[config.mk]
export PLATFORM = sky130hd
export DESIGN_NAME = egress_voq
export DESIGN_NICKNAME = d
export VERILOG_FILES = /design/src/rtl/egress_voq.sv
export SDC_FILE = /design/constraint.sdc
export NUM_CORES = 1
export LEC_CHECK = 0
export BUFFER_PORTS_ARGS = -buffer_cell sky130_fd_sc_hd__buf_2
export CORE_MARGIN = 2
export CORE_UTILIZATION = 54
export CTS_CLUSTER_SIZE = 28
export DETAILED_ROUTE_END_ITERATION = 12
export GPL_TIMING_DRIVEN = 0
export PLACE_DENSITY = 0.8
export SKIP_LAST_GASP = 1
export SYNTH_ARGS = -nofsm -noshare
export SYNTH_HDL_FRONTEND = slang
export SYNTH_SLANG_ARGS = --single-unit
[constraint.sdc]
create_clock -name switch_clk -period 2.42 [get_ports switch_clk]
set_input_delay 0 -clock switch_clk [delete_from_list [all_inputs] [get_ports switch_clk]]
set_output_delay 0 -clock switch_clk [all_outputs]
set_load 0.02 [all_outputs]
[src/rtl/egress_voq.sv]
// Per-egress-port virtual output queue: FIFO of packet start pointers with
// first-word-fall-through head, overflow drop reporting and synchronous flush.

module egress_voq_chk #(
    parameter int DEPTH = 16,
    parameter int CNT_W = 5
) (
    input logic             clk,
    input logic             rst_n,
    input logic [CNT_W-1:0] count,
    input logic             full,
    input logic             empty,
    input logic             head_valid
);

    count_le_depth_a: assert property (@(posedge clk) disable iff (!rst_n)
        count <= CNT_W'(DEPTH));
    full_empty_excl_a: assert property (@(posedge clk) disable iff (!rst_n)
        !(full && empty));
    full_flag_a: assert property (@(posedge clk) disable iff (!rst_n)
        full == (count == CNT_W'(DEPTH)));
    empty_flag_a: assert property (@(posedge clk) disable iff (!rst_n)
        empty == (count == CNT_W'(0)));
    head_valid_a: assert property (@(posedge clk) disable iff (!rst_n)
        head_valid == !empty);

endmodule

module egress_voq #(
    parameter int ADDR_W     = 8,
    parameter int DEPTH      = 16,
    parameter int DROP_CNT_W = 16
) (
    input  logic                       switch_clk,
    input  logic                       switch_rst_n,
    input  logic                       wr_req_i,
    input  logic [ADDR_W-1:0]          wr_ptr_i,
    input  logic                       flush_i,
    output logic                       head_valid_o,
    output logic [ADDR_W-1:0]          head_ptr_o,
    input  logic                       head_ready_i,
    output logic [$clog2(DEPTH+1)-1:0] count_o,
    output logic                       full_o,
    output logic                       empty_o,
    output logic                       drop_o,
    output logic [ADDR_W-1:0]          drop_ptr_o,
    output logic [DROP_CNT_W-1:0]      drop_cnt_o
);

    localparam int IDX_W = $clog2(DEPTH);
    localparam int CNT_W = $clog2(DEPTH + 1);

    function automatic logic [DROP_CNT_W-1:0] sat_inc(input logic [DROP_CNT_W-1:0] v);
        if (&v) begin
            return v;
        end else begin
            return v + DROP_CNT_W'(1);
        end
    endfunction

    logic [ADDR_W-1:0]     mem_r [DEPTH];
    logic [IDX_W-1:0]      rd_idx_r, wr_idx_r;
    logic [CNT_W-1:0]      count_r;
    logic                  full_r, empty_r;
    logic [ADDR_W-1:0]     head_ptr_r;
    logic                  drop_r;
    logic [ADDR_W-1:0]     drop_ptr_r;
    logic [DROP_CNT_W-1:0] drop_cnt_r;

    logic                  pop_s, push_s, push_eff_s, pop_eff_s, drop_s;
    logic [IDX_W-1:0]      rd_idx_nxt_s, wr_idx_nxt_s;
    logic [CNT_W-1:0]      count_nxt_s;
    logic [ADDR_W-1:0]     head_nxt_s;

    // Handshake decode and next-state; head is precomputed so head_ptr_o is a flop.
    always_comb begin
        pop_s        = ~empty_r & head_ready_i;
        push_s       = wr_req_i & (~full_r | pop_s);
        push_eff_s   = push_s & ~flush_i;
        pop_eff_s    = pop_s & ~flush_i;
        drop_s       = wr_req_i & full_r & ~pop_s & ~flush_i;
        rd_idx_nxt_s = rd_idx_r;
        wr_idx_nxt_s = wr_idx_r;
        count_nxt_s  = count_r;
        head_nxt_s   = head_ptr_r;

        if (flush_i) begin
            rd_idx_nxt_s = IDX_W'(0);
            wr_idx_nxt_s = IDX_W'(0);
        end else begin
            if (pop_eff_s) begin
                rd_idx_nxt_s = rd_idx_r + IDX_W'(1);
            end else begin
                rd_idx_nxt_s = rd_idx_r;
            end
            if (push_eff_s) begin
                wr_idx_nxt_s = wr_idx_r + IDX_W'(1);
            end else begin
                wr_idx_nxt_s = wr_idx_r;
            end
        end

        case ({flush_i, push_eff_s, pop_eff_s})
            3'b010:  count_nxt_s = count_r + CNT_W'(1);
            3'b001:  count_nxt_s = count_r - CNT_W'(1);
            3'b011:  count_nxt_s = count_r;
            3'b000:  count_nxt_s = count_r;
            default: count_nxt_s = CNT_W'(0);
        endcase

        // The slot being written is the next head only when it is the sole entry.
        if (push_eff_s && (wr_idx_r == rd_idx_nxt_s)) begin
            head_nxt_s = wr_ptr_i;
        end else begin
            head_nxt_s = mem_r[rd_idx_nxt_s];
        end
    end

    // Queue control, head and drop reporting registers.
    always_ff @(posedge switch_clk or negedge switch_rst_n) begin
        if (!switch_rst_n) begin
            rd_idx_r   <= IDX_W'(0);
            wr_idx_r   <= IDX_W'(0);
            count_r    <= CNT_W'(0);
            full_r     <= 1'b0;
            empty_r    <= 1'b1;
            head_ptr_r <= ADDR_W'(0);
            drop_r     <= 1'b0;
            drop_ptr_r <= ADDR_W'(0);
            drop_cnt_r <= DROP_CNT_W'(0);
        end else begin
            rd_idx_r   <= rd_idx_nxt_s;
            wr_idx_r   <= wr_idx_nxt_s;
            count_r    <= count_nxt_s;
            full_r     <= (count_nxt_s == CNT_W'(DEPTH));
            empty_r    <= (count_nxt_s == CNT_W'(0));
            head_ptr_r <= head_nxt_s;
            drop_r     <= drop_s;
            if (drop_s) begin
                drop_ptr_r <= wr_ptr_i;
                drop_cnt_r <= sat_inc(drop_cnt_r);
            end
        end
    end

    // Pointer storage; deliberately not reset.
    always_ff @(posedge switch_clk) begin
        if (push_eff_s) begin
            mem_r[wr_idx_r] <= wr_ptr_i;
        end
    end

    assign head_valid_o = ~empty_r;
    assign head_ptr_o   = head_ptr_r;
    assign count_o      = count_r;
    assign full_o       = full_r;
    assign empty_o      = empty_r;
    assign drop_o       = drop_r;
    assign drop_ptr_o   = drop_ptr_r;
    assign drop_cnt_o   = drop_cnt_r;

    egress_voq_chk #(.DEPTH(DEPTH), .CNT_W(CNT_W)) u_chk (
        .clk        (switch_clk),
        .rst_n      (switch_rst_n),
        .count      (count_r),
        .full       (full_r),
        .empty      (empty_r),
        .head_valid (head_valid_o)
    );

endmodule

Yosys cells after proc, flatten, opt, wreduce, memory -nomap -nowiden:

Memory sizes are Yosys's and may differ from the RTL's. A register that Yosys moved wholly into a read port is not among the register bits.
Cells that the tools add are included.

* add/subtract/negate cells: 5
* equal/unequal tests: 4
* mux-type cells: 7
* bitwise operators: 13
* reduce and logical (&&, ||, !) cells: 7

Operators with widths (number)
* $add 16x1->16 const B: 1
* $mux 4: 4
* $reduce_and 16->1: 1
* $pmux 5 s3: 1
* $add 4x1->4 const B: 2
* $and 1x1->1: 7
* $eq 3x2->1 const B: 2
* $add 5x1->5 const B: 1
* $eq 5x5->1 const B: 1
* $logic_not 5->1: 1
* $not 1->1: 5
* $sub 5x1->5 const B: 1
* $eq 3x1->1 const B: 1
* $logic_not 3->1: 1
* $mux 1: 2
* $reduce_and 2->1: 1
* $reduce_bool 2->1: 1
* $reduce_or 2->1: 1
* $logic_not 1->1: 1
* $or 1x1->1: 1

* flip-flop bits (word level): 40
* memory bits (writable): 128
* input bits: 13
* output and inout bits: 41
* memories kept: 1

Memories
* mem_r: words 16, width 8, read ports 1, clocked after Yosys merged registers in 1, wr ports 1, line 61 `logic [ADDR_W-1:0] mem_r [DEPTH];`

Longest topological paths before layout:

Gate-level depths: netlist of the first run.

* word-level depth: 9
* mapped depth: 10

Worst setup path after synthesis of the first run:

Ideal clock, no wire load.

* path kind: register to register
* start: register empty_r (netlist: empty_o)
* end: register head_ptr_r[0] (netlist: head_ptr_o[0]) (read register of mem_r)
* setup time: 0.125 ns
* arrival time: 2.341 ns
* path slack: -0.046 ns
* cell stages (with the launch flop): 7
* path through: dfstp_2 -> and2b_1 -> mux2i_1 -> xnor2_1 -> nand3_1 -> a2111oi_4 -> mux2_2

* longest elaborated chain between the ends: 5

Ends and longest elaborated chain
* start: declaration: line 64 `logic full_r, empty_r;`
* start signal: assignment: line 136 `empty_r <= (count_nxt_s == CNT_W'(0));`
* $not 1->1: line 77 `pop_s = ~empty_r & head_ready_i;`
* $and 1x1->1: line 77
* $and 1x1->1: line 80 `pop_eff_s = pop_s & ~flush_i;`
* $mux 4: line 91 `if (pop_eff_s) begin`
* $mux 4: line 87 `if (flush_i) begin`
* end: declaration: line 65 `logic [ADDR_W-1:0] head_ptr_r;`

Every way passes these cells.
A chain may end at the register's enable or synchronous reset.

Final worst setup path of the first run:

* start: register rd_idx_r[0]
* end: register head_ptr_r[5] (netlist: head_ptr_o[5]) (read register of mem_r)

* longest elaborated chain between the ends: 3

Ends and longest elaborated chain
* start: declaration: line 62 `logic [IDX_W-1:0] rd_idx_r, wr_idx_r;`
* start signal: assignment: line 132 `rd_idx_r <= rd_idx_nxt_s;`
* $add 4x1->4: line 92 `rd_idx_nxt_s = rd_idx_r + IDX_W'(1);`
* $mux 4 *: line 91
* $mux 4 *: line 87

Every way passes the cells marked *; elsewhere a longest branch is shown, timed or not.

==> flow_summary_export.csv, run 1 <==
group,metric,value,unit
die,ios,54,
placed_design,numPortBuffers,53,
power,leakage,3.491,nW
setup_path,critPathArrivalTime,2.92,ns
sta,worst_clock_skew,0.009287,ns
logic_synthesis,synth_area,7398,µm²
sta,setup_viol,8,
sta,rsz0062_at_grt,"true",
sta,hold_ws,0.2246,ns
clock_tree,cts_tree,"done",
final_layout,areaGrowthSynthToFinish,19.35,%
final_layout,layout_commonest_cell,"edfxtp_1",
drt,drc,0,
run_status,violations,"setup timing",
setup_path,path_cells,"ha_1 > and4bb_1 > a31o_1 > buf_6 > buf_12 > mux4_1 > mux2i_1 > mux2i_1 > mux2_2",
setup_path,cp-start-kind,"flop",
sta,min_period_over_period,107.7,%
die,floorplan.initialDensity,55.65,%
die,core_area,13300,µm²
power,p_per_area,856.9,nW/µm²
clock_tree,cts_sinks,176,
sta,period_needed,2.606,ns
logic_synthesis,yosys.area.top_type,"edfxtp_1",
drt,drt.antenna.violating_nets,0,
sta,finalMaxSlewViolations,0,
setup_path,r2r_slack,-0.19,ns
logic_synthesis,async_flop_share,27.27,%
sta,postLayoutSetupSlackWorst,-0.1864,ns
drt,initialDrtViolationCount,302,
final_layout,nNetsFinal,553,
logic_synthesis,synthCells,434,
global_route,grt_usage,22.06,%
logic_synthesis,synth_area_per_cell,17.05,µm²
global_route,grt_pass1_vias,4152,
final_layout,layout.cells.most_common_list,"128 x edfxtp_1, 53 x buf_2, 47 x dfrtp_1",
clock_tree,cts_max_level,4,
worst_hold_path,hold_path.class,"in -> reg",
placed_design,hpwl,9.470,mm
sta,tightest_slew,1.116,ns
clock_tree,root_buffer,"clkbuf_16",
logic_synthesis,synth_edf_count,128,
final_layout,antenna_cells,0,
die,die_x,121.1,µm
drt,vias,4085,
die,row_count,42,
die,dieHeight,121.1,µm
global_route,grt_max_degree,49,
power,peakVddDrop,0.0007102,V
die,dieArea,14650,µm²
drt,wirelength,14.96,mm
drt,vias_per_cell,5.682,
logic_synthesis,synth_warnings,0,
sta,hold_violations,0,
global_route,grt_pass1_wl,23.32,mm
run_status,status,"complete, but fails checks",
clock_tree,cts.path.max_buffers,2,
clock_tree,clk-insertion-delay-late,0.43,ns
global_route,grt_overflow_total,0,
setup_path,end_kind,"flop",
final_layout,drive_gt1_share,29.47,%
setup_path,cp.required,2.74,ns
sta,max_clock_freq,0.3837,GHz
setup_path,crit_type,"reg -> reg",
logic_synthesis,seq_area_frac_synth,68.21,%
setup_path,cp_max_fo,10,
flow_run,drv_cap,0,
drt,wl_per_cell,20.80,µm
logic_synthesis,yosys_register_bits,176,
logic_synthesis,synth-main-ff-cell,"edfxtp_1",
drt,drtPass1Iterations,4,
global_route,antenna_found_initial,0,
placed_design,place_inst,667,
final_layout,layout.cells.non_filler,719,
clock_tree,clk_pin_slew_worst_paths,0.06,ns
setup_path,cpPeakStageDelay,0.55,ns
setup_path,crit_top_cell,"mux2i_1",
placed_design,place_congestion,0.8082,
clock_tree,cts_buffers,17,
logic_synthesis,synth_fp_nets,457,
setup_path,slowest_stage,"mux4_1",
logic_synthesis,synth.top_cell.area_share,51.95,%
logic_synthesis,synth_area_leaders,"edfxtp_1 52%, dfrtp_1 16%, mux4_1 6.7%, mux4_2 4.0%, mux2i_1 3.9%",
sta,slew_headroom,25.58,%
logic_synthesis,ys_types,45,
==> sequential cells by signal (all words and copies together) (netlist names) <==
register and count:
mem_r 128, drop_cnt_o 16, drop_ptr_o 8, head_ptr_o 8
count_o 5, rd_idx_r 4, wr_idx_r 4, drop_o 1
empty_o 1, full_o 1
==> worst paths after layout <==
path,start,to,cells after the start
worst max-delay path,rd_idx_r[0]$_DFF_PN0_,head_ptr_o[5]$_DFF_PN0_,9
worst min-delay path,head_ready_i,wr_idx_r[1]$_DFFE_PN0P_,6
worst max register to register,rd_idx_r[0]$_DFF_PN0_,head_ptr_o[5]$_DFF_PN0_,9
worst min register to register,drop_ptr_o[7]$_DFFE_PN0P_,drop_ptr_o[7]$_DFFE_PN0P_,2
max in group asynchronous,switch_rst_n,head_ptr_o[0]$_DFF_PN0_,2
min in group asynchronous,switch_rst_n,drop_ptr_o[5]$_DFFE_PN0P_,2
==> what timing repair did <==
action / 4_1_cts / 5_1_grt
pin swaps: 1 / 3
resized for setup: 20 / 18
hold buffers: 11 / 0
buffers inserted: 6 / 3
endpoints found under the hold margin: 185 / 0
setup endpoints to repair: 46 / 57
==> cell type report <==
type                       count  area, µm²
sequential                   176       5046
inverter                      17      65.06
fill                         881       4466
clock inverter                13      137.6
timing repair buffer          77      503.0
multi-input combinational    228       2287
clock buffer                  19      442.9
buffer                        13      127.6
tap                          176      220.2
==> synth_stat cells, drive strengths merged (3+ instances only) <==
library cell and instances:
inv 15, xor2 3, ha 9, clkbuf 3, mux2i 29, nor4 4, and2 7, nor2 16
edfxtp 128, o21ai 4, nor2b 4, dfrtp 47, nand2 41, nand4 6, a21oi 7, and3 6
buf 10, nand3 7, mux4 32, xnor2 20, mux2 9, nor3 4, nor3b 4
==> stage by stage <==
step / setup slack, ns / instance area (µm²) / TNS, ns / util [%] / power (mW)
CTS: -0.1908 / 8767 / -1.257 / 65.94 / 7.551
detailed placement: -0.3973 / 7943 / -7.070 / 59.74 / 4.827
finish: -0.1864 / 8830 / -1.136 / 66.41 / 7.566
global placement: -0.3573 / 7888 / -16.37 / 59.33 / 4.766
floorplan: 0.005342 / 7402 / 0 / - / 4.394
global route: -0.2794 / 8830 / -2.241 / 66.41 / 7.825
==> where the power goes <==
| part | switching [mW] | internal [mW] | leakage [nW] | total [mW] |
|---|---|---|---|---|
| combinational | 0.783 | 0.588 | 1.42 | 1.37 |
| clock | 1.12 | 1.55 | 0.286 | 2.67 |
| sequential | 0.101 | 3.43 | 1.79 | 3.53 |
==> critical path: cells and delay by family (launching register included) <==
kind,cells,cell delay [ns]
buf+inv,2,0.30
simple gates,1,0.18
mux,4,1.19
flops,1,0.41
fa+ha+maj,1,0.28
compound gates,1,0.12
==> metal layers <==
metal  share of wire, %  GRT usage (%)  vias to the layer above  routed length (µm)
li1                   -              -                     1837                   -
met1                 42          29.60                     2092                6267
met2                 51          35.85                      138                7587
met3                5.8          4.417                       18                 875
met4                1.5          8.648                        0                 228
met5                  0              0                        -                   0
==> logic make-up (layout without fill, tap and decap cells) <==
group,Yosys count,count (layout),synth area share [%]
AOI/OAI and AO/OA,19,19,1.894
DFF,176,176,68.21
adders and majority gates,10,10,1.793
buffers and inverters,30,139,2.215
xor gates and xnor gates,23,23,2.824
muxes,70,70,16.00
and+or+nand+nor,106,106,7.069
Power figures use the tool's default switching activity.
==> run 2: changes to the inputs <==
ABC_AREA = 1   (was unset)
CORE_UTILIZATION = 57   (was 54)
CTS_BUF_LIST = sky130_fd_sc_hd__clkbuf_8   (was unset)
PLACE_DENSITY = 0.83   (was 0.8)
==> flow_summary_export.csv, run 2 <==
group,metric,value,unit
run_status,status,"finished, final reports clean",
die,core_area,13930,µm²
setup_path,slowest_stage,"dfstp_2",
final_layout,top_register,"mem_r",
logic_synthesis,async_flop_share,27.27,%
global_route,grt_overflow_total,0,
global_route,grt_usage,26.90,%
clock_tree,cts.path.max_buffers,2,
die,ios,54,
logic_synthesis,synth_edf_count,128,
sta,slew_headroom,22.56,%
sta,period_needed,2.291,ns
placed_design,numPortBuffers,53,
power,p_sw,2.378,mW
power,clockPowerShare,28.1,%
power,swShare,32.88,%
global_route,grt_max_degree,49,
final_layout,largest_register_ff_count,128,
final_layout,antenna_cells,0,
power,peakVddDrop,0.0006171,V
drt,vias,6091,
logic_synthesis,yosys-top-cells-count,"170 x nand2_1, 158 x nand3_1, 128 x edfxtp_1, 124 x inv_1, 47 x dfrtp_1",
sta,rsz0062_at_grt,"false",
clock_tree,cts_sinks,176,
logic_synthesis,synthCells,805,
placed_design,place_inst,1038,
drt,wirelength,19.17,mm
final_layout,areaGrowthSynthToFinish,12.23,%
die,die_x,123.5,µm
power,combPwrFrac,23.6,%
sta,finalMaxSlewViolations,0,
final_layout,design_area,9129,µm²
logic_synthesis,seq_area_frac_synth,62.04,%
logic_synthesis,synth-main-ff-cell,"edfxtp_1",
power,p_per_area,792.4,nW/µm²
final_layout,drive_gt1_share,15.43,%
sta,setup_viol,0,
final_layout,layout.cells.most_common_list,"170 x nand2_1, 158 x nand3_1, 128 x edfxtp_1",
drt,drc,0,
setup_path,path_cells,"inv_2 > nand2_2 > nor2_1 > nor2_4 > clkbuf_1 > nand3_1 > nand3_1 > nand3_1 > nand2_1 > nand2_1 > nand2_1",
logic_synthesis,synth.top_cell.area_share,47.25,%
die,floorplan.initialDensity,58.37,%
setup_path,cp_max_fo,10,
logic_synthesis,yosys.area.top_type,"edfxtp_1",
clock_tree,cts_max_level,4,
drt,initialDrtViolationCount,800,
clock_tree,clk_pin_slew_worst_paths,0.09,ns
clock_tree,root_buffer,"clkbuf_8",
clock_tree,clk-insertion-delay-late,0.47,ns
clock_tree,postCtsSetupBuffers,0,
flow_run,drv_cap,0,
logic_synthesis,yosys_register_bits,176,
logic_synthesis,synth_area_per_cell,10.10,µm²
logic_synthesis,synth_area_leaders,"edfxtp_1 47%, dfrtp_1 14%, nand3_1 9.7%, nand2_1 7.8%, inv_1 5.7%",
final_layout,fin_util,65.51,%
die,dieArea,15240,µm²
logic_synthesis,synth_area,8134,µm²
logic_synthesis,synth_warnings,0,
global_route,grt_pass1_wl,29.95,mm
sta,tightest_slew,1.162,ns
logic_synthesis,ys_types,32,
clock_tree,cts_buffers,17,
setup_path,cp.required,2.82,ns
power,p_int,4.855,mW
die,row_count,43,
final_layout,nNetsFinal,911,
setup_path,path_buf_inv,2,
sta,hold_violations,0,
power,leakage,4.168,nW
setup_path,cp-start-kind,"flop",
global_route,antenna_found_initial,0,
worst_hold_path,hold_path.class,"in -> reg",
drt,drtPass1Iterations,6,
setup_path,path_delay_family,"simple AND/OR/NAND/NOR gates",
sta,max_clock_freq,0.4365,GHz
sta,min_period_over_period,94.66,%
die,dieHeight,123.5,µm
setup_path,end_kind,"flop",
setup_path,cpPeakStageDelay,0.54,ns
sta,tns,0,ns
global_route,grt_pass1_vias,5695,
power,pwr-share-seq,48.4,%
setup_path,crit_type,"reg -> reg",
final_layout,layout_commonest_cell,"nand2_1",
sta,worst_clock_skew,0.01033,ns
final_layout,layout.cells.non_filler,1081,
logic_synthesis,synth_fp_nets,828,
clock_tree,cts_tree,"done",
placed_design,place_congestion,0.9248,
setup_path,critPathArrivalTime,2.69,ns
drt,vias_per_cell,5.635,
drt,wl_per_cell,17.74,µm
placed_design,place_area,8625,µm²
logic_synthesis,synth.most_common_cell,"nand2_1",
placed_design,hpwl,12.77,mm
drt,drt.antenna.violating_nets,0,
==> run 2: cell types whose count changed after synthesis, sizes merged, moves of 9 or more <==
cell,delta
mux2,-9
nand2,+133
inv,+116
mux2i,-29
mux4,-32
nand3,+154
buf,+17
xnor2,-14
nand3b,+32
nor2,+20
==> run 2: power groups by stage <==
stage	clock (mW)	sequential [mW]	combinational [mW]
2_1_floorplan	0	3.74	0.900
3_3_place_gp	0	3.56	1.62
3_5_place_dp	0	3.56	1.66
5_1_grt	2.16	3.52	1.86
4_1_cts	2.04	3.50	1.68
6_report	2.03	3.50	1.71
==> run 2: repair_timing <==
action,in CTS,in global routing
hold buffers,11,0
hold endpoints to repair,147,0
setup endpoints to repair,0,1
resized for setup,0,2
==> run 2: final timing paths <==
| kind | start | to | slack, ns | depth (start not counted) |
|---|---|---|---|---|
| setup reg to reg | empty_o$_DFF_PN1_ | head_ptr_o[4]$_DFF_PN0_ | 0.13 | 11 |
| min in group asynchronous | switch_rst_n | drop_ptr_o[7]$_DFFE_PN0P_ | 0.31 | 2 |
| setup / recovery | empty_o$_DFF_PN1_ | head_ptr_o[4]$_DFF_PN0_ | 0.13 | 11 |
| hold / removal | wr_ptr_i[1] | drop_ptr_o[1]$_DFFE_PN0P_ | 0.03 | 3 |
| hold reg to reg | drop_ptr_o[5]$_DFFE_PN0P_ | drop_ptr_o[5]$_DFFE_PN0P_ | 0.49 | 2 |
| max in group asynchronous | switch_rst_n | head_ptr_o[5]$_DFF_PN0_ | 1.41 | 2 |
==> run 2: cell families (layout without fill, tap and decap cells) <==
| family | after synthesis | after routing | share of synthesized area [%] |
|---|---|---|---|
| AO/OA/AOI/OAI | 16 | 16 | 1.261 |
| XOR/XNOR | 17 | 17 | 2.061 |
| adder cells (fa/ha/maj) | 10 | 10 | 1.631 |
| buffers and inverters | 162 | 258 | 8.045 |
| flip-flops | 176 | 176 | 62.04 |
| AND/OR/NAND/NOR | 424 | 424 | 24.97 |
==> run 2: final cells by class <==
type | instances | area, µm²
clock buffers | 17 | 234.0
flip-flops and latches | 176 | 5046
well taps | 180 | 225.2
clock inverters | 15 | 158.9
plain buffers | 30 | 157.7
repair buffers | 64 | 375.4
inverters | 132 | 498.0
fillers | 1064 | 4806
multi-input cells | 467 | 2434
==> run 2: through the flow <==
| step | hold slack, ns | total power, mW | worst slack [ns] |
|---|---|---|---|
| global route | 0.01783 | 7.534 | 0.01736 |
| detailed placement | 0.2793 | 5.222 | 0.2071 |
| global placement | 0.2827 | 5.185 | 0.2201 |
| finish | 0.02688 | 7.234 | 0.1293 |
| CTS | 0.001329 | 7.216 | 0.1803 |
| floorplan | -0.2956 | 4.638 | 0.3282 |
==> run 2: metal layers <==
layer	share of wire [%]	vias to the layer above	GRT usage (%)
li1	-	2820	-
met1	38	2817	35.88
met2	47	370	42.79
met3	11	84	5.535
met4	4.4	0	12.14
met5	0	-	0
==> run 2: worst min-delay path, delay by kind of cell <==
kind	cells	cell delay, ns
buffers and inverters	1	0.27
and+or+nand+nor	2	0.18
